==> config.mk <==
export PLATFORM = sky130hd
export DESIGN_NAME = ex_muldiv_unit
export DESIGN_NICKNAME = d
export VERILOG_FILES = /design/src/rtl/rv32i_types.sv /design/src/rtl/muldiv_datapath_step.sv /design/src/rtl/ex_muldiv_unit.sv
export SDC_FILE = /design/constraint.sdc
export NUM_CORES = 1
export LEC_CHECK = 0
export CORE_ASPECT_RATIO = 1.1
export CORE_MARGIN = 3
export CORE_UTILIZATION = 45
export CTS_BUF_LIST = sky130_fd_sc_hd__clkbuf_8 sky130_fd_sc_hd__clkbuf_16
export DETAILED_ROUTE_END_ITERATION = 6
export GPL_ROUTABILITY_DRIVEN = 0
export GPL_TIMING_DRIVEN = 0
export PLACE_DENSITY = 0.6
export SKIP_LAST_GASP = 1
export SYNTH_ARGS = -nofsm -noshare
export SYNTH_HDL_FRONTEND = slang
export SYNTH_SLANG_ARGS = --single-unit
==> constraint.sdc <==
create_clock -name clk -period 10.55 [get_ports clk]
set_input_delay 2.11 -clock clk [delete_from_list [all_inputs] [get_ports clk]]
set_output_delay 2.11 -clock clk [all_outputs]
set_load 0.01 [all_outputs]
==> src/rtl/rv32i_types.sv <==
// rv32i_types
//   Shared RV32 type definitions for the execute stage.
//   Contents:
//     muldiv_funct3_t - RV32M funct3 encodings (mul .. remu)
//     muldiv_state_t  - sequencing states of the multiply/divide unit
//     OP_REG_FUNCT7   - funct7 value that selects the M extension in OP-format decode
//     isDivOp         - true for the four divide/remainder encodings
package rv32i_types;

    typedef enum logic [2:0] {
        mul    = 3'd0,
        mulh   = 3'd1,
        mulhsu = 3'd2,
        mulhu  = 3'd3,
        div    = 3'd4,
        divu   = 3'd5,
        rem    = 3'd6,
        remu   = 3'd7
    } muldiv_funct3_t;

    typedef enum logic [1:0] {
        IDLE = 2'd0,
        RUN  = 2'd1,
        FIX  = 2'd2,
        DONE = 2'd3
    } muldiv_state_t;

    localparam logic [6:0] OP_REG_FUNCT7 = 7'b0000001;

    // funct3[2] separates the divide family from the multiply family
    function automatic logic isDivOp(input muldiv_funct3_t f);
        return f[2];
    endfunction

endpackage

==> src/rtl/muldiv_datapath_step.sv <==
// muldiv_datapath_step
//   Combinational single iteration of the multiply/divide datapath, retiring
//   BITS_PER_CYCLE bits per call.
//   Ports:
//     isDiv_i   - 1: restoring-divide step, 0: shift-add multiply step
//     acc_i/o   - multiply: {partial product high, remaining multiplier bits}
//                 divide:   low XLEN bits hold dividend bits shifting out / quotient bits shifting in
//     rem_i/o   - divide partial remainder (always smaller than the divisor between steps)
//     operand_i - multiplicand (multiply) or divisor (divide), both as magnitudes
module muldiv_datapath_step #(
    parameter int XLEN           = 32,
    parameter int BITS_PER_CYCLE = 1
) (
    input  logic              isDiv_i,
    input  logic [2*XLEN-1:0] acc_i,
    input  logic [XLEN-1:0]   rem_i,
    input  logic [XLEN-1:0]   operand_i,
    output logic [2*XLEN-1:0] acc_o,
    output logic [XLEN-1:0]   rem_o
);

    // The shifted partial remainder can reach 2*divisor-1, so it needs one
    // extra bit before the trial subtraction; after restoring it fits in XLEN.
    always_comb begin
        logic [2*XLEN-1:0] acc;
        logic [XLEN:0]     remWide;
        logic [XLEN:0]     trial;
        logic [XLEN:0]     sum;
        acc     = acc_i;
        remWide = {1'b0, rem_i};
        trial   = '0;
        sum     = '0;
        for (int i = 0; i < BITS_PER_CYCLE; i++) begin
            if (isDiv_i) begin
                remWide = {remWide[XLEN-1:0], acc[XLEN-1]};
                trial   = remWide - {1'b0, operand_i};
                acc[XLEN-1:0] = {acc[XLEN-2:0], ~trial[XLEN]};
                if (!trial[XLEN]) begin
                    remWide = trial;
                end
            end else begin
                sum = {1'b0, acc[2*XLEN-1:XLEN]} + (acc[0] ? {1'b0, operand_i} : '0);
                acc = {sum, acc[XLEN-1:1]};
            end
        end
        acc_o = acc;
        rem_o = remWide[XLEN-1:0];
    end

endmodule

==> src/rtl/ex_muldiv_unit.sv <==
// ex_muldiv_unit
//   Iterative RV32M multiply/divide unit beside the execute-stage ALU.
//   Ports:
//     clk, rst   - clock, synchronous active-high reset
//     start      - request valid, only sampled in IDLE
//     op         - RV32M funct3
//     a, b       - forwarded rs1 / rs2 values
//     hold       - downstream stall, keeps a finished result in DONE
//     flush      - kills the operation in flight
//     stall_req  - execute stage must hold its pipeline registers
//     done       - result valid
//     result     - registered result
module ex_muldiv_unit
    import rv32i_types::*;
#(
    parameter int XLEN           = 32,
    parameter int BITS_PER_CYCLE = 1
) (
    input  logic            clk,
    input  logic            rst,
    input  logic            start,
    input  logic [2:0]      op,
    input  logic [XLEN-1:0] a,
    input  logic [XLEN-1:0] b,
    input  logic            hold,
    input  logic            flush,
    output logic            stall_req,
    output logic            done,
    output logic [XLEN-1:0] result
);

    localparam int STEPS = XLEN / BITS_PER_CYCLE;
    localparam int CNT_W = $clog2(STEPS + 1);

    muldiv_state_t     state_q, state_d;
    muldiv_funct3_t    op_q, opIn;
    logic              negResult_q, negRem_q;
    logic [CNT_W-1:0]  counter_q;
    logic [2*XLEN-1:0] acc_q, stepAcc;
    logic [XLEN-1:0]   rem_q, stepRem;
    logic [XLEN-1:0]   operand_q;
    logic [XLEN-1:0]   result_q;

    logic              accept;
    logic              aSigned, bSigned, signA, signB;
    logic [XLEN-1:0]   aMag, bMag;
    logic              divByZero, divOverflow, specialCase;
    logic [XLEN-1:0]   specialResult;
    logic [2*XLEN-1:0] product;
    logic [XLEN-1:0]   quotient, remainder, fixResult;

    assign opIn   = muldiv_funct3_t'(op);
    assign accept = (state_q == IDLE) && start && !flush;

    // MUL is taken as unsigned: the low word of the product does not depend
    // on operand signedness, so the sign correction would be wasted work.
    assign aSigned = (opIn == mulh) || (opIn == mulhsu) || (opIn == div) || (opIn == rem);
    assign bSigned = (opIn == mulh) || (opIn == div) || (opIn == rem);
    assign signA   = aSigned && a[XLEN-1];
    assign signB   = bSigned && b[XLEN-1];
    assign aMag    = signA ? -a : a;
    assign bMag    = signB ? -b : b;

    assign divByZero   = isDivOp(opIn) && (b == '0);
    assign divOverflow = ((opIn == div) || (opIn == rem)) &&
                         (a == {1'b1, {(XLEN-1){1'b0}}}) && (b == '1);
    assign specialCase = divByZero || divOverflow;

    // funct3[1] set means a remainder op within the divide family
    always_comb begin
        specialResult = '0;
        if (divByZero) begin
            specialResult = op[1] ? a : '1;
        end else if (divOverflow) begin
            specialResult = op[1] ? '0 : a;
        end
    end

    assign product   = negResult_q ? -acc_q : acc_q;
    assign quotient  = negResult_q ? -acc_q[XLEN-1:0] : acc_q[XLEN-1:0];
    assign remainder = negRem_q ? -rem_q : rem_q;

    always_comb begin
        fixResult = '0;
        case (op_q)
            mul:                  fixResult = product[XLEN-1:0];
            mulh, mulhsu, mulhu:  fixResult = product[2*XLEN-1:XLEN];
            div, divu:            fixResult = quotient;
            rem, remu:            fixResult = remainder;
            default:              fixResult = '0;
        endcase
    end

    muldiv_datapath_step #(
        .XLEN           (XLEN),
        .BITS_PER_CYCLE (BITS_PER_CYCLE)
    ) u_step (
        .isDiv_i   (isDivOp(op_q)),
        .acc_i     (acc_q),
        .rem_i     (rem_q),
        .operand_i (operand_q),
        .acc_o     (stepAcc),
        .rem_o     (stepRem)
    );

    always_ff @(posedge clk) begin
        if (rst) begin
            state_q <= IDLE;
        end else begin
            state_q <= state_d;
        end
    end

    // The counter is checked before its decrement, so a value of 1 marks the
    // last RUN iteration; flush beats hold everywhere.
    always_comb begin
        state_d = state_q;
        case (state_q)
            IDLE: begin
                if (accept) begin
                    state_d = specialCase ? DONE : RUN;
                end
            end
            RUN: begin
                if (flush) begin
                    state_d = IDLE;
                end else if (counter_q == CNT_W'(1)) begin
                    state_d = FIX;
                end
            end
            FIX: begin
                state_d = flush ? IDLE : DONE;
            end
            DONE: begin
                if (flush || !hold) begin
                    state_d = IDLE;
                end
            end
            default: state_d = IDLE;
        endcase
    end

    always_comb begin
        stall_req = 1'b0;
        done      = 1'b0;
        case (state_q)
            IDLE:    stall_req = start && !flush;
            RUN:     stall_req = 1'b1;
            FIX:     stall_req = 1'b1;
            DONE:    done      = 1'b1;
            default: stall_req = 1'b0;
        endcase
    end

    // Multiply keeps the multiplier in the low half of the accumulator so it
    // shifts out as the product shifts in; divide keeps the dividend there so
    // quotient bits replace it. operand_q holds multiplicand or divisor.
    always_ff @(posedge clk) begin
        if (rst) begin
            op_q        <= mul;
            negResult_q <= 1'b0;
            negRem_q    <= 1'b0;
            counter_q   <= '0;
            acc_q       <= '0;
            rem_q       <= '0;
            operand_q   <= '0;
            result_q    <= '0;
        end else begin
            case (state_q)
                IDLE: begin
                    if (accept) begin
                        op_q        <= opIn;
                        negResult_q <= signA ^ signB;
                        negRem_q    <= signA;
                        counter_q   <= CNT_W'(STEPS);
                        rem_q       <= '0;
                        if (specialCase) begin
                            result_q <= specialResult;
                        end else if (isDivOp(opIn)) begin
                            operand_q <= bMag;
                            acc_q     <= {{XLEN{1'b0}}, aMag};
                        end else begin
                            operand_q <= aMag;
                            acc_q     <= {{XLEN{1'b0}}, bMag};
                        end
                    end
                end
                RUN: begin
                    acc_q     <= stepAcc;
                    rem_q     <= stepRem;
                    counter_q <= counter_q - CNT_W'(1);
                end
                FIX: begin
                    if (!flush) begin
                        result_q <= fixResult;
                    end
                end
                default: begin
                end
            endcase
        end
    end

    assign result = result_q;

endmodule

== Yosys cells after proc, flatten, opt, wreduce, memory -nomap -nowiden ==
Index checks and enable logic that the tools add are counted.

* Bits in registers: 173
* Input bits: 72
* Output and inout bits: 34
* Word-level logic and storage cells: 118

* Add/subtract/negate cells: 8
* Equal/unequal tests: 25
* Mux-type cells: 37
* Bitwise logic cells: 3
* Reduce and logical (&&, ||, !) cells: 35

{| class="wikitable"
|+ Operators by type and width
! kind !! count
|-
| two-way mux 32 bit || 19
|-
| two-way mux 64 bit || 3
|-
| negator 32 bit || 4
|-
| one-hot mux 32 bit (2 select lines) || 2
|-
| one-hot mux 32 bit (4 select lines) || 1
|-
| one-hot mux 64 bit (2 select lines) || 1
|-
| equality test 32 bit, second input constant || 2
|-
| negator 64 bit || 1
|-
| adder 32 x 33 -> 33 bit || 1
|-
| subtractor 33 x 32 -> 33 bit || 1
|-
| logical NOT 32 bit || 1
|-
| equality test 3 bit, second input constant || 6
|-
| != test 2 bit, second input constant || 7
|-
| two-way mux 2 bit || 6
|-
| one-hot mux 6 bit (2 select lines) || 1
|-
| AND reduction 3 bit || 4
|-
| equality test 3 x 2 -> 1 bit, second input constant || 3
|-
| logical AND 1 bit || 8
|-
| logical OR 1 bit || 8
|-
| one-hot mux 2 bit (4 select lines) || 1
|-
| AND reduction 4 bit || 2
|-
| equality test 3 x 1 -> 1 bit, second input constant || 2
|-
| equality test 6 x 1 -> 1 bit, second input constant || 1
|-
| two-way mux 6 bit || 1
|-
| other kinds (15) || 22
|}

== Longest topological paths before layout ==
Gate-level depths: netlist (run 1).

* Depth in word-level cells: 10
* Mapped depth: 14
* Gate-level depth less buffers: 14

== By module ==
A second synthesis (run 1) with hierarchy kept.

* Cell total of the unflattened synthesis: 2432
* Area total of the unflattened synthesis: 17180.2 sq um

{| class="wikitable"
|+ By module, submodules not included
! module !! instances !! cells each !! area an instance (sq um)
|-
| ex_muldiv_unit || 1 || 1676 || 12284.3
|-
| muldiv_datapath_step || 1 || 756 || 4895.9
|}

== Least setup slack after synthesis (run 1) ==
OpenSTA, ideal clock, no wires.

* Path kind: input port to flip-flop
* From: in a[13]
* To: reg acc_q[60]
* Library setup time: 0.117 ns
* Arrival time: 4.890 ns
* Required time: 10.433 ns
* Path slack: 5.542 ns
* Stages: 12
* Path buffers: 3
* Cells stage by stage: or4_1 > or4_1 > or4_1 > clkbuf_1 > nor2_1 > or2_1 > buf_2 > nand2_1 > and3_1 > and3_1 > buf_2 > a32o_1

* Word-level cells in the longest chain between the ends: 6

{| class="wikitable"
|+ RTL lines
! what !! line !! source
|-
| from (decl) || ex_muldiv_unit.sv:23 || <nowiki>input logic [XLEN-1:0] a,</nowiki>
|-
| equality test 32 bit || ex_muldiv_unit.sv:66 || <nowiki>(a == {1'b1, {(XLEN-1){1'b0}}}) && (b == '1);</nowiki>
|-
| logical AND 1 bit || ex_muldiv_unit.sv:65 || <nowiki>assign divOverflow = ((opIn == div) || (opIn == rem)) &&</nowiki>
|-
| logical AND 1 bit || ex_muldiv_unit.sv:66 ||
|-
| logical OR 1 bit || ex_muldiv_unit.sv:67 || <nowiki>assign specialCase = divByZero || divOverflow;</nowiki>
|-
| != test 2 bit (no source line) || - ||
|-
| AND reduction 4 bit (no source line) || - ||
|-
| to (signal assigned) || ex_muldiv_unit.sv:181 || <nowiki>acc_q <= {{XLEN{1'b0}}, aMag};</nowiki>
|-
| to (signal assigned) || ex_muldiv_unit.sv:184 || <nowiki>acc_q <= {{XLEN{1'b0}}, bMag};</nowiki>
|-
| to (signal assigned) || ex_muldiv_unit.sv:189 || <nowiki>acc_q <= stepAcc;</nowiki>
|-
| to (decl) || ex_muldiv_unit.sv:39 || <nowiki>logic [2*XLEN-1:0] acc_q, stepAcc;</nowiki>
|}

Every way passes these cells.
A chain may end at the register's enable or synchronous reset.

== Worst setup path in the final report (run 1) ==
* From: in flush
* To: out stall_req

* Word-level cells in the longest chain between the ends: 3

{| class="wikitable"
|+ RTL lines
! what !! line !! source
|-
| from (decl) || ex_muldiv_unit.sv:26 || <nowiki>input logic flush,</nowiki>
|-
| logical NOT 1 bit || - ||
|-
| logical AND 1 bit || ex_muldiv_unit.sv:147 || <nowiki>IDLE: stall_req = start && !flush;</nowiki>
|-
| one-hot mux 1 bit (2 select lines) || ex_muldiv_unit.sv:146 || <nowiki>case (state_q)</nowiki>
|-
| to (decl) || ex_muldiv_unit.sv:27 || <nowiki>output logic stall_req,</nowiki>
|}

Every way passes these cells.

==> summary.md, run 1 <==
| Metric | Value |
|---|---|
| Number of global-route vias before repair | `15,700` |
| DP Cell Count | `2,615` |
| Die area | `36,100 µm²` |
| Largest family of logic cells by synthesized area | `compound AO/OA/AOI/OAI gates` |
| Resized Gates After CTS | `0` |
| 1st-iter DRT viols | `1,834` |
| Cts bufs inserted | `17` |
| Xor and xnor fraction of the mapped netlist area | `11.9%` |
| Crit share post-route | `60.2%` |
| Die X | `182 µm` |
| Met2 wire len | `between 20 and 30 mm` |
| Max-cap violations | `0` |
| Starting Density | `45.7%` |
| Worst setup SP type | `primary input` |
| Post-Synthesis Cells | `2,080` |
| Final setup viols | `0` |
| Skew-Pair Late Insertion Delay | `0.48 ns` |
| Top Ports | `106` |
| Worst relative slew slack | `24.0%` |
| Total core area | `33,400 µm²` |
| Ys Warns | `0` |
| RSZ-0062 raised after global routing | `false` |
| Setup bufs post-CTS | `0` |
| Share of cells above drive strength 1 | `4.56%` |
| Top sig layer | `met4` |
| Share of the synthesized area in the top cell type | `between 20% and 30%` |
| Final #Nets | `2,352` |
| Least-Margin Pin Slew | `1.14 ns` |
| CP Capture Type | `output port` |
| Post-Syn Nets | `2,230` |
| WP data arrival | `about 4.2 ns` |
| Post-DR wirelength/cell | `24.9 µm` |
| Critical R2R Launch | `rem_q[0]$_SDFFE_PP0P_` |
| Synth-to-Final Area Change | `14.3%` |
| Worst setup path startpoint | `flush` |
| Dpl hpwl | `roughly 53 mm` |
| Run status | `finished clean` |
| F_max | `0.157 GHz` |
| ANT cells | `0` |
| Clk_skew | `0.0148 ns` |
| Post-synthesis compound-gate area fraction | `27.1%` |
| CTS root buf | `clkbuf_16` |
| Clock-pin slew on the worst setup and hold paths | `~0.080 ns` |
| Fin Setup TNS | `0 ns` |
| Worst Min Path Start | `operand_q[17]$_SDFFE_PP0P_` |
| Max Slew Vio Count | `0` |
| Adder-cell area share of the yosys netlist | `6.50%` |
| CP Class | `in -> out` |
| Syn_area_per_cell | `7.33 µm²` |
| Final-layout fill cell count | `3,327` |
| Synth Register Bits | `173` |
| Largest net degree at the start of global routing | `20` |
| Final Util | `a little over half` |
| H-tree levels | `4` |
| Cell Rows | `70` |
| Critical path peak fanout | `10` |
| Crit path required time | `8.44 ns` |
| Area contributors post-synth | `dfxtp_1 23%, xor2_1 7.2%, ha_1 6.2%` |
| Mapped Area | `15,200 µm²` |
| Fin crit period | `6.35 ns` |
| Post-Synth Simple-Gate Area | `22.4%` |
| Fin. Hold Viols | `0` |
| CTS Hold Buffers Added | `0` |
| Ys flop type | `dfxtp_1` |
| GRT Resource Usage Total | `35.3%` |
| IR drop worst, VDD | `140 µV` |
| Area leader, netlist | `dfxtp_1` |
| Vias/cell | `6.46` |
| Final wirelength | `65.9 mm` |
| Tot Pwr | `2.92 mW` |
| Wire length on met3 | `6.12 mm` |
| Initial antenna violation count | `0` |
| Async SR Flop Fraction | `0%` |
| Sink Count | `173` |
| Most common library cells after synthesis | `231 x nor2_1, 222 x nand2_1, 173 x dfxtp_1` |
| Drt pass-1 iters | `5` |
| Most numerous cell in the Yosys netlist | `nor2_1` |
| CTS tree | `built` |
| Max Root-Sink Buffers | `2` |
| Post-synth EDFFs | `0` |
| Via count | `17,100` |
| Number of port buffers | `around 100` |
| Post-synth cell types | `86` |
| DRC viols | `0` |
| M1 WL | `26.7 mm` |
| Antenna-violating nets left | `0` |
| First-pass GRT wire length | `97.1 mm` |
| Pleak | `6.44 nW` |
| Die height | `199 µm` |
| Post-synthesis mux area share | `4.23%` |
| PwrDens | `between 150 and 200 nW/µm²` |
| Register area share after synthesis | `22.7%` |
| GRT overflow | `0` |
| Worst min path class | `reg -> reg` |
| Fin cells | `2,647` |
where the power goes:
group,switching [mW],internal (mW)
sequential,0.0905,0.733
combinational,0.949,0.493
clock,0.339,0.319
total,1.38,1.54
area by class of cell:
type                    instances  area (µm²)  area share (%)
flip-flops and latches        173        3460            19.9
clock inverters                15         171           0.984
multi-input cells            1703       11000            63.1
well taps                     432         541            3.10
plain buffers                 135         534            3.07
inverters                      69         259            1.49
clock buffers                  17         425            2.44
repair buffers                103        1030            5.92
metrics by stage:
step           cell area [µm²]  hold slack, ns  setup slack, ns
5_1_grt                  17400           0.479             4.13
3_5_place_dp             16800           0.446             4.23
4_1_cts                  17400           0.456             4.26
6_report                 17400           0.455             4.20
3_3_place_gp             16800           0.441             4.27
2_1_floorplan            15200           0.432             5.54
routing by layer:
metal / vias up / GRT usage, %
met5: - / 0
met4: 0 / 22.9
met3: 221 / 6.90
met2: 993 / 53.5
met1: 8052 / 46.0
li1: 7841 / -
critical path, cell delays in order:
cell and delay (ns):
clkdlybuf4s50_1 0.49, nor2_1 0.90, nor2_1 0.08, nor2_1 0.12, clkdlybuf4s50_1 0.54
registers in the layout, summed over array words and instances (netlist names):
register / cells
result: 32
negResult_q: 1
acc_q: 64
negRem_q: 1
op_q: 3
rem_q: 32
counter_q: 6
operand_q: 32
state_q: 2
placed cells by master (no fill, tap or decap), types with 76 or more instances in the layout:
cell type / instances
a21oi_1: 145
xnor2_1: 82
xor2_1: 125
o21ai_0: 132
ha_1: 76
clkdlybuf4s50_1: 103
clkbuf_1: 110
dfxtp_1: 173
nor2_1: 231
nand2_1: 222
cells by family (layout without fill, tap and decap cells):
kind of cell | Yosys count | count (layout)
AO/OA/AOI/OAI | 625 | 625
XOR/XNOR | 207 | 207
adder cells (fa/ha/maj) | 78 | 78
buffers and inverters | 204 | 339
flip-flops | 173 | 173
multiplexers | 61 | 61
AND/OR/NAND/NOR | 732 | 732
path summary, 6_finish.rpt:
path / endpoint / slack (ns) / depth (start not counted)
max: stall_req / 4.20 / 5
min: operand_q[17]$_SDFFE_PP0P_ / 0.45 / 2
max reg2reg: rem_q[10]$_SDFFE_PP0P_ / 5.46 / 14
min reg2reg: operand_q[17]$_SDFFE_PP0P_ / 0.45 / 2
Power figures use the tool's default switching activity.
==> inputs of run 2 (changes only) <==
--- a/config.mk
+++ b/config.mk
@@ -12,7 +12,7 @@
 export DETAILED_ROUTE_END_ITERATION = 6
 export GPL_ROUTABILITY_DRIVEN = 0
 export GPL_TIMING_DRIVEN = 0
-export PLACE_DENSITY = 0.6
+export PLACE_DENSITY = 0.62
 export SKIP_LAST_GASP = 1
 export SYNTH_ARGS = -nofsm -noshare
 export SYNTH_HDL_FRONTEND = slang
==> constraint.sdc (replaced) <==
create_clock -name clk -period 5.2 [get_ports clk]
set_input_delay 1.04 -clock clk [delete_from_list [all_inputs] [get_ports clk]]
set_output_delay 1.04 -clock clk [all_outputs]
set_load 0.01 [all_outputs]
==> summary.md, run 2 (synthesis gave the netlist of run 1 again) <==
| Metric | Value |
|---|---|
| Drt pass-1 iters | `6 (was 5)` |
| Leading cell type in the layout, fill and taps excluded | `nor2_1 (unchanged)` |
| Top delay family on crit path | `simple AND/OR/NAND/NOR gates (unchanged)` |
| Fin crit period | `5.01 ns` |
| Initial antenna violation count | `1 (was 0)` |
| Die area | `36,100 µm² (unchanged)` |
| Internal | `3.14 mW (was 1.54 mW)` |
| First-pass GRT wire length | `95.9 mm (was 97.1 mm)` |
| Sink Count | `173 (unchanged)` |
| Final wirelength | `65.1 mm (was 65.9 mm)` |
| Most frequent cells in the layout | `231 x nor2_1, 222 x nand2_1, 173 x dfxtp_1, 145 x a21oi_1, 132 x o21ai_0 (unchanged)` |
| Final setup viols | `0 (unchanged)` |
| Number of port buffers | `103 (unchanged)` |
| Dpl hpwl | `52.5 mm (was 53.0 mm)` |
| Share of cells above drive strength 1 | `4.60% (was 4.56%)` |
| Sequential power share | `28.1% (was 28.2%)` |
| Run status | `finished clean (unchanged)` |
| Final #Nets | `2,352 (unchanged)` |
| Gate power share | `49.3% (about the same)` |
| Max Slew Vio Count | `0 (unchanged)` |
| Area after DPL | `16,800 µm² (unchanged)` |
| CTS root buf | `clkbuf_16 (unchanged)` |
| Vias/cell | `6.44 (was 6.46)` |
| Number of global-route vias before repair | `15,600 (was 15,700)` |
| Clk_skew | `0.0156 ns (was 0.0148 ns)` |
| CTS tree | `built (unchanged)` |
| Antenna-violating nets left | `0 (unchanged)` |
| CP Capture Type | `flop (was output port)` |
| Crit path largest cell delay | `0.69 ns (was 0.90 ns)` |
| Clock-pin slew on the worst setup and hold paths | `0.08 ns (about the same)` |
| Fin. Hold Viols | `0 (unchanged)` |
| Post-DR wirelength/cell | `24.6 µm (was 24.9 µm)` |
| RSZ-0062 raised after global routing | `false (unchanged)` |
| F_max | `0.200 GHz` |
| 1st-iter DRT viols | `1,824 (was 1,834)` |
| Worst setup SP type | `primary input (unchanged)` |
| CP Class | `in -> reg (was in -> out)` |
| DP Cell Count | `2,615 (unchanged)` |
| Largest Register | `acc_q (unchanged)` |
| Area of the multi-input gates | `11,000 µm² (about the same)` |
| Worst min path class | `reg -> reg (unchanged)` |
| Largest net degree at the start of global routing | `20 (unchanged)` |
| Die X | `182 µm (unchanged)` |
| PwrDens | `340 nW/µm² (was 168 nW/µm²)` |
| Starting Density | `45.7% (unchanged)` |
| Top Ports | `106 (unchanged)` |
| Max-cap violations | `0 (unchanged)` |
| Die height | `199 µm (unchanged)` |
| GRT Resource Usage Total | `34.7% (was 35.3%)` |
| Reg area | `3460 µm² (unchanged)` |
| Slowest cell on crit path | `o31ai_2 (was nor2_1)` |
| Pleak | `6.44 nW (about the same)` |
| Worst relative slew slack | `28.2% (was 24.0%)` |
| Final-layout fill cell count | `3,340 (was 3,327)` |
| GRT overflow | `0 (unchanged)` |
| Fin area | `17,400 µm² (about the same)` |
| H-tree levels | `4 (unchanged)` |
| Cts bufs inserted | `17 (unchanged)` |
| DRC viols | `0 (unchanged)` |
| Critical path peak fanout | `10 (unchanged)` |
| Switch share | `47.0% (was 47.2%)` |
| Number of flip-flops in the largest register | `64 (unchanged)` |
| WP data arrival | `5.39 ns (was 4.24 ns)` |
| Crit path top cell by count | `or4_1 (was nor2_1)` |
| Cell Rows | `70 (unchanged)` |
| Fin cells | `2,648 (was 2,647)` |
| Crit-path cells | `clkdlybuf4s50_1, or4_1, or4_1, or4_1, clkbuf_1, o31ai_2, clkbuf_1, o21ai_0, o21ai_0, a21oi_1, a21oi_1 (was clkdlybuf4s50_1, nor2_1, nor2_1, nor2_1, clkdlybuf4s50_1)` |
| Skew-Pair Late Insertion Delay | `0.46 ns (was 0.48 ns)` |
| Synth-to-Final Area Change | `14.3% (about the same)` |
| Least-Margin Pin Slew | `1.07 ns (was 1.14 ns)` |
| IR drop worst, VDD | `236 µV (was 140 µV)` |
| CTS Hold Buffers Added | `0 (unchanged)` |
| Crit share post-route | `between 90% and 100%` |
| Net Sw Power | `2.79 mW (was 1.38 mW)` |
| Tot Pwr | `5.92 mW (was 2.92 mW)` |
| Crit path buffers/inverters | `3 (was 2)` |
| Max Root-Sink Buffers | `2 (unchanged)` |
| Total core area | `33,400 µm² (unchanged)` |
| Crit path required time | `5.59 ns (was 8.44 ns)` |
| Clk pwr share | `22.5% (about the same)` |
| Via count | `17,100 (about the same)` |
==> run 2: cell types whose count changed in the layout (fill, tap and decap cells not counted) <==
cell / delta
clkinvlp_4: -1
inv_8: +1
inv_6: +2
nor4_1: -1
clkinv_8: -1
diode_2: +1
nor4_2: +1
clkinv_4: -1
==> run 2: worst paths after layout <==
check,start,endpoint,slack [ns],cells after the start
setup reg to reg,rem_q[0]$_SDFFE_PP0P_,rem_q[3]$_SDFFE_PP0P_,0.22,14
hold reg to reg,operand_q[23]$_SDFFE_PP0P_,operand_q[23]$_SDFFE_PP0P_,0.46,2
hold / removal,operand_q[23]$_SDFFE_PP0P_,operand_q[23]$_SDFFE_PP0P_,0.46,2
setup / recovery,a[11],result[10]$_SDFFE_PP0P_,0.19,11
==> run 2: power by group through the flow <==
stage,Clock [mW],Sequential (mW),Combinational (mW)
6_report,1.33,1.67,2.92
5_1_grt,1.39,1.68,3.12
4_1_cts,1.34,1.66,2.83
3_5_place_dp,0,1.69,2.82
3_3_place_gp,0,1.68,2.79
2_1_floorplan,0,1.64,1.90
==> run 2: routing by layer <==
| layer | vias to the layer above | wire [µm] | part of all wire [%] | global-route usage, % |
|---|---|---|---|---|
| met5 | - | 15 | 0.023 | 0 |
| met4 | 2 | 5090 | 7.8 | 22.8 |
| met3 | 235 | 6470 | 9.9 | 6.94 |
| met2 | 992 | 27400 | 42 | 53.0 |
| met1 | 7983 | 26100 | 40 | 44.7 |
| li1 | 7839 | - | - | - |
==> run 2: worst min-delay path: stages, from the launching register on <==
cell	delay, ns
dfxtp_1	0.31
nand2_1	0.05
a21oi_1	0.05
==> run 2: area by class of cell <==
| type | instances | share of cell area (%) |
|---|---|---|
| diodes | 1 | 0.0144 |
| plain buffers | 135 | 3.07 |
| well taps | 432 | 3.10 |
| flip-flops and latches | 173 | 19.9 |
| clock buffers | 17 | 2.44 |
| repair buffers | 103 | 5.92 |
| clock inverters | 15 | 0.962 |
| multi-input cells | 1703 | 63.1 |
| inverters | 69 | 1.49 |
==> run 2: what timing repair did <==
action,CTS,global route
setup buffers,0,0
endpoints found under the setup margin,0,1
resized for setup,0,1
==> run 2: through the flow <==
step                worst slack, ns  TNS [ns]  hold WS [ns]  util, %
finish                        0.194         0         0.455     52.2
global route                  0.109         0         0.479     52.2
CTS                           0.292         0         0.456     52.2
detailed placement           -0.172     -4.93         0.445     50.4
global placement             -0.189     -4.22         0.442     50.4
floorplan                      1.26         0         0.432        -
==> inputs of run 3 (changes only) <==
--- a/config.mk
+++ b/config.mk
@@ -14,6 +14,7 @@
 export GPL_TIMING_DRIVEN = 0
 export PLACE_DENSITY = 0.62
 export SKIP_LAST_GASP = 1
+export SLEW_MARGIN = 20
 export SYNTH_ARGS = -nofsm -noshare
 export SYNTH_HDL_FRONTEND = slang
 export SYNTH_SLANG_ARGS = --single-unit
==> summary.md, run 3 (synthesis gave the netlist of run 1 again) <==
| Metric | Value |
|---|---|
| Run status | `finished clean (unchanged)` |
| Final setup viols | `0 (unchanged)` |
| Number of flip-flops in the largest register | `64 (unchanged)` |
| GRT Resource Usage Total | `35.0% (was 34.7%)` |
| Reg area | `3460 µm² (unchanged)` |
| Sink Count | `173 (unchanged)` |
| Drt pass-1 iters | `6 (unchanged)` |
| Die height | `199 µm (unchanged)` |
| Final #Nets | `2,353 (was 2,352)` |
| IR drop worst, VDD | `304 µV (was 236 µV)` |
| Skew-Pair Late Insertion Delay | `0.47 ns (was 0.46 ns)` |
| Die X | `182 µm (unchanged)` |
| Critical path peak fanout | `10 (unchanged)` |
| Worst setup SP type | `primary input (unchanged)` |
| Total core area | `33,400 µm² (unchanged)` |
| First-pass GRT wire length | `96.6 mm (was 95.9 mm)` |
| RSZ-0062 raised after global routing | `false (unchanged)` |
| CTS root buf | `clkbuf_16 (unchanged)` |
| Share of cells above drive strength 1 | `4.65% (was 4.60%)` |
| Final wirelength | `65.7 mm (was 65.1 mm)` |
| Fin Setup TNS | `0 ns (unchanged)` |
| Post-DR wirelength/cell | `24.8 µm (was 24.6 µm)` |
| Via count | `17,100 (about the same)` |
| Dpl hpwl | `52.5 mm (about the same)` |
| Leading cell type in the layout, fill and taps excluded | `nor2_1 (unchanged)` |
| Crit path required time | `5.60 ns (was 5.59 ns)` |
| Synth-to-Final Area Change | `14.3% (about the same)` |
| Fin. Hold Viols | `0 (unchanged)` |
| CTS tree | `built (unchanged)` |
| H-tree levels | `4 (unchanged)` |
| Pleak | `6.44 nW (about the same)` |
| Most frequent cells in the layout | `231 x nor2_1, 222 x nand2_1, 173 x dfxtp_1, 145 x a21oi_1, 132 x o21ai_0 (unchanged)` |
| Antenna-violating nets left | `0 (unchanged)` |
| Place WS | `-0.185 ns (was -0.172 ns)` |
| Largest Register | `acc_q (unchanged)` |
| CP Capture Type | `flop (unchanged)` |
| Crit share post-route | `95.1% (was 96.3%)` |
| Final-layout fill cell count | `3,400 (was 3,340)` |
| Cell Rows | `70 (unchanged)` |
| Clk_skew | `0.0169 ns (was 0.0156 ns)` |
| DRC viols | `0 (unchanged)` |
| PwrDens | `340 nW/µm² (about the same)` |
| Clock-pin slew on the worst setup and hold paths | `0.07 ns (was 0.08 ns)` |
| F_max | `0.202 GHz (was 0.200 GHz)` |
| Worst relative slew slack | `26.6% (was 28.2%)` |
| Cts bufs inserted | `17 (unchanged)` |
| Vias/cell | `6.47 (was 6.44)` |
| Top Ports | `106 (unchanged)` |
| WP data arrival | `5.34 ns (was 5.39 ns)` |
| Area of the multi-input gates | `11,000 µm² (unchanged)` |
| GRT overflow | `0 (unchanged)` |
| Number of global-route vias before repair | `15,700 (was 15,600)` |
| Max-cap violations | `0 (unchanged)` |
| Number of port buffers | `103 (unchanged)` |
| 1st-iter DRT viols | `2,172 (was 1,824)` |
| Starting Density | `45.7% (unchanged)` |
| Worst min path class | `reg -> reg (unchanged)` |
| Initial antenna violation count | `2 (was 1)` |
| Max Root-Sink Buffers | `2 (unchanged)` |
| CP Class | `in -> reg (unchanged)` |
| Die area | `36,100 µm² (unchanged)` |
| Final Worst Setup Slack | `0.257 ns (was 0.194 ns)` |
| Max Slew Vio Count | `0 (unchanged)` |
| Least-Margin Pin Slew | `1.10 ns (was 1.07 ns)` |
| Largest net degree at the start of global routing | `18 (was 20)` |
| Fin crit period | `4.94 ns (was 5.01 ns)` |
==> run 3: changes by cell type in the layout (fill, tap and decap cells not counted), sizes merged <==
cell | previous run | this run
clkbuf | 127 | 128
clkinv | 5 | 6
inv | 78 | 74
clkinvlp | 1 | 2
buf | 25 | 26
bufinv | 0 | 1
==> run 3: power breakdown <==
part / total, mW / switching (mW) / internal [mW]
Clock: 1.33 / 0.640 / 0.690
Combinational: 2.93 / 1.93 / 1.00
Sequential: 1.67 / 0.183 / 1.49
Total: 5.93 / 2.75 / 3.18
==> run 3: layout make-up <==
type / count / area share (%)
Timing Repair Buffer: 104 / 5.96
Clock inverter: 14 / 0.869
Sequential cell: 173 / 19.9
Clock buffer: 18 / 2.52
Antenna cell: 1 / 0.0144
Buffer: 135 / 3.07
Inverter: 69 / 1.49
Tap cell: 432 / 3.10
Multi-Input combinational cell: 1703 / 63.1
==> run 3: worst max-delay path: stages <==
cell	delay, ns
clkdlybuf4s50_1	0.59
or4_1	0.68
or4_1	0.46
or4_1	0.50
clkbuf_1	0.21
o31ai_2	0.62
clkbuf_1	0.38
o21ai_0	0.16
o21ai_0	0.42
a21oi_1	0.11
a21oi_1	0.16
==> run 3: metal layers <==
metal  share of wire, %  GRT usage, %  vias up
met2                 42          53.0     1036
met1                 40          44.8     8007
met5              0.020             0        -
met3                 10          7.56      247
li1                   -             -     7849
met4                8.0          23.7        2
==> run 3: timing repair <==
action,4_1_cts,5_1_grt
hold buffers,0,0
gates resized for setup,0,1
setup endpoints to repair,0,14
setup buffers,0,0
==> run 3: stage by stage <==
stage                     cell area (µm²)  hold slack (ns)  total power [mW]  std cells  utilization, %
final                               17400            0.456              5.93       2649            52.2
after global routing                17400            0.478              6.20       2648            52.2
after CTS                           17400            0.457              5.82       2648            52.2
after detailed placement            16800            0.447              4.51       2616            50.4
after global placement              16800            0.442              4.47       2615            50.4
after floorplan                     15200            0.432              3.54       2080               -
==> run 3: worst paths after layout <==
kind | from | to | slack, ns | depth (start not counted)
worst min-delay path | operand_q[17]$_SDFFE_PP0P_ | operand_q[17]$_SDFFE_PP0P_ | 0.46 | 2
worst max register to register | rem_q[0]$_SDFFE_PP0P_ | rem_q[3]$_SDFFE_PP0P_ | 0.59 | 15
worst max-delay path | a[11] | result[10]$_SDFFE_PP0P_ | 0.26 | 11
worst min register to register | operand_q[17]$_SDFFE_PP0P_ | operand_q[17]$_SDFFE_PP0P_ | 0.46 | 2
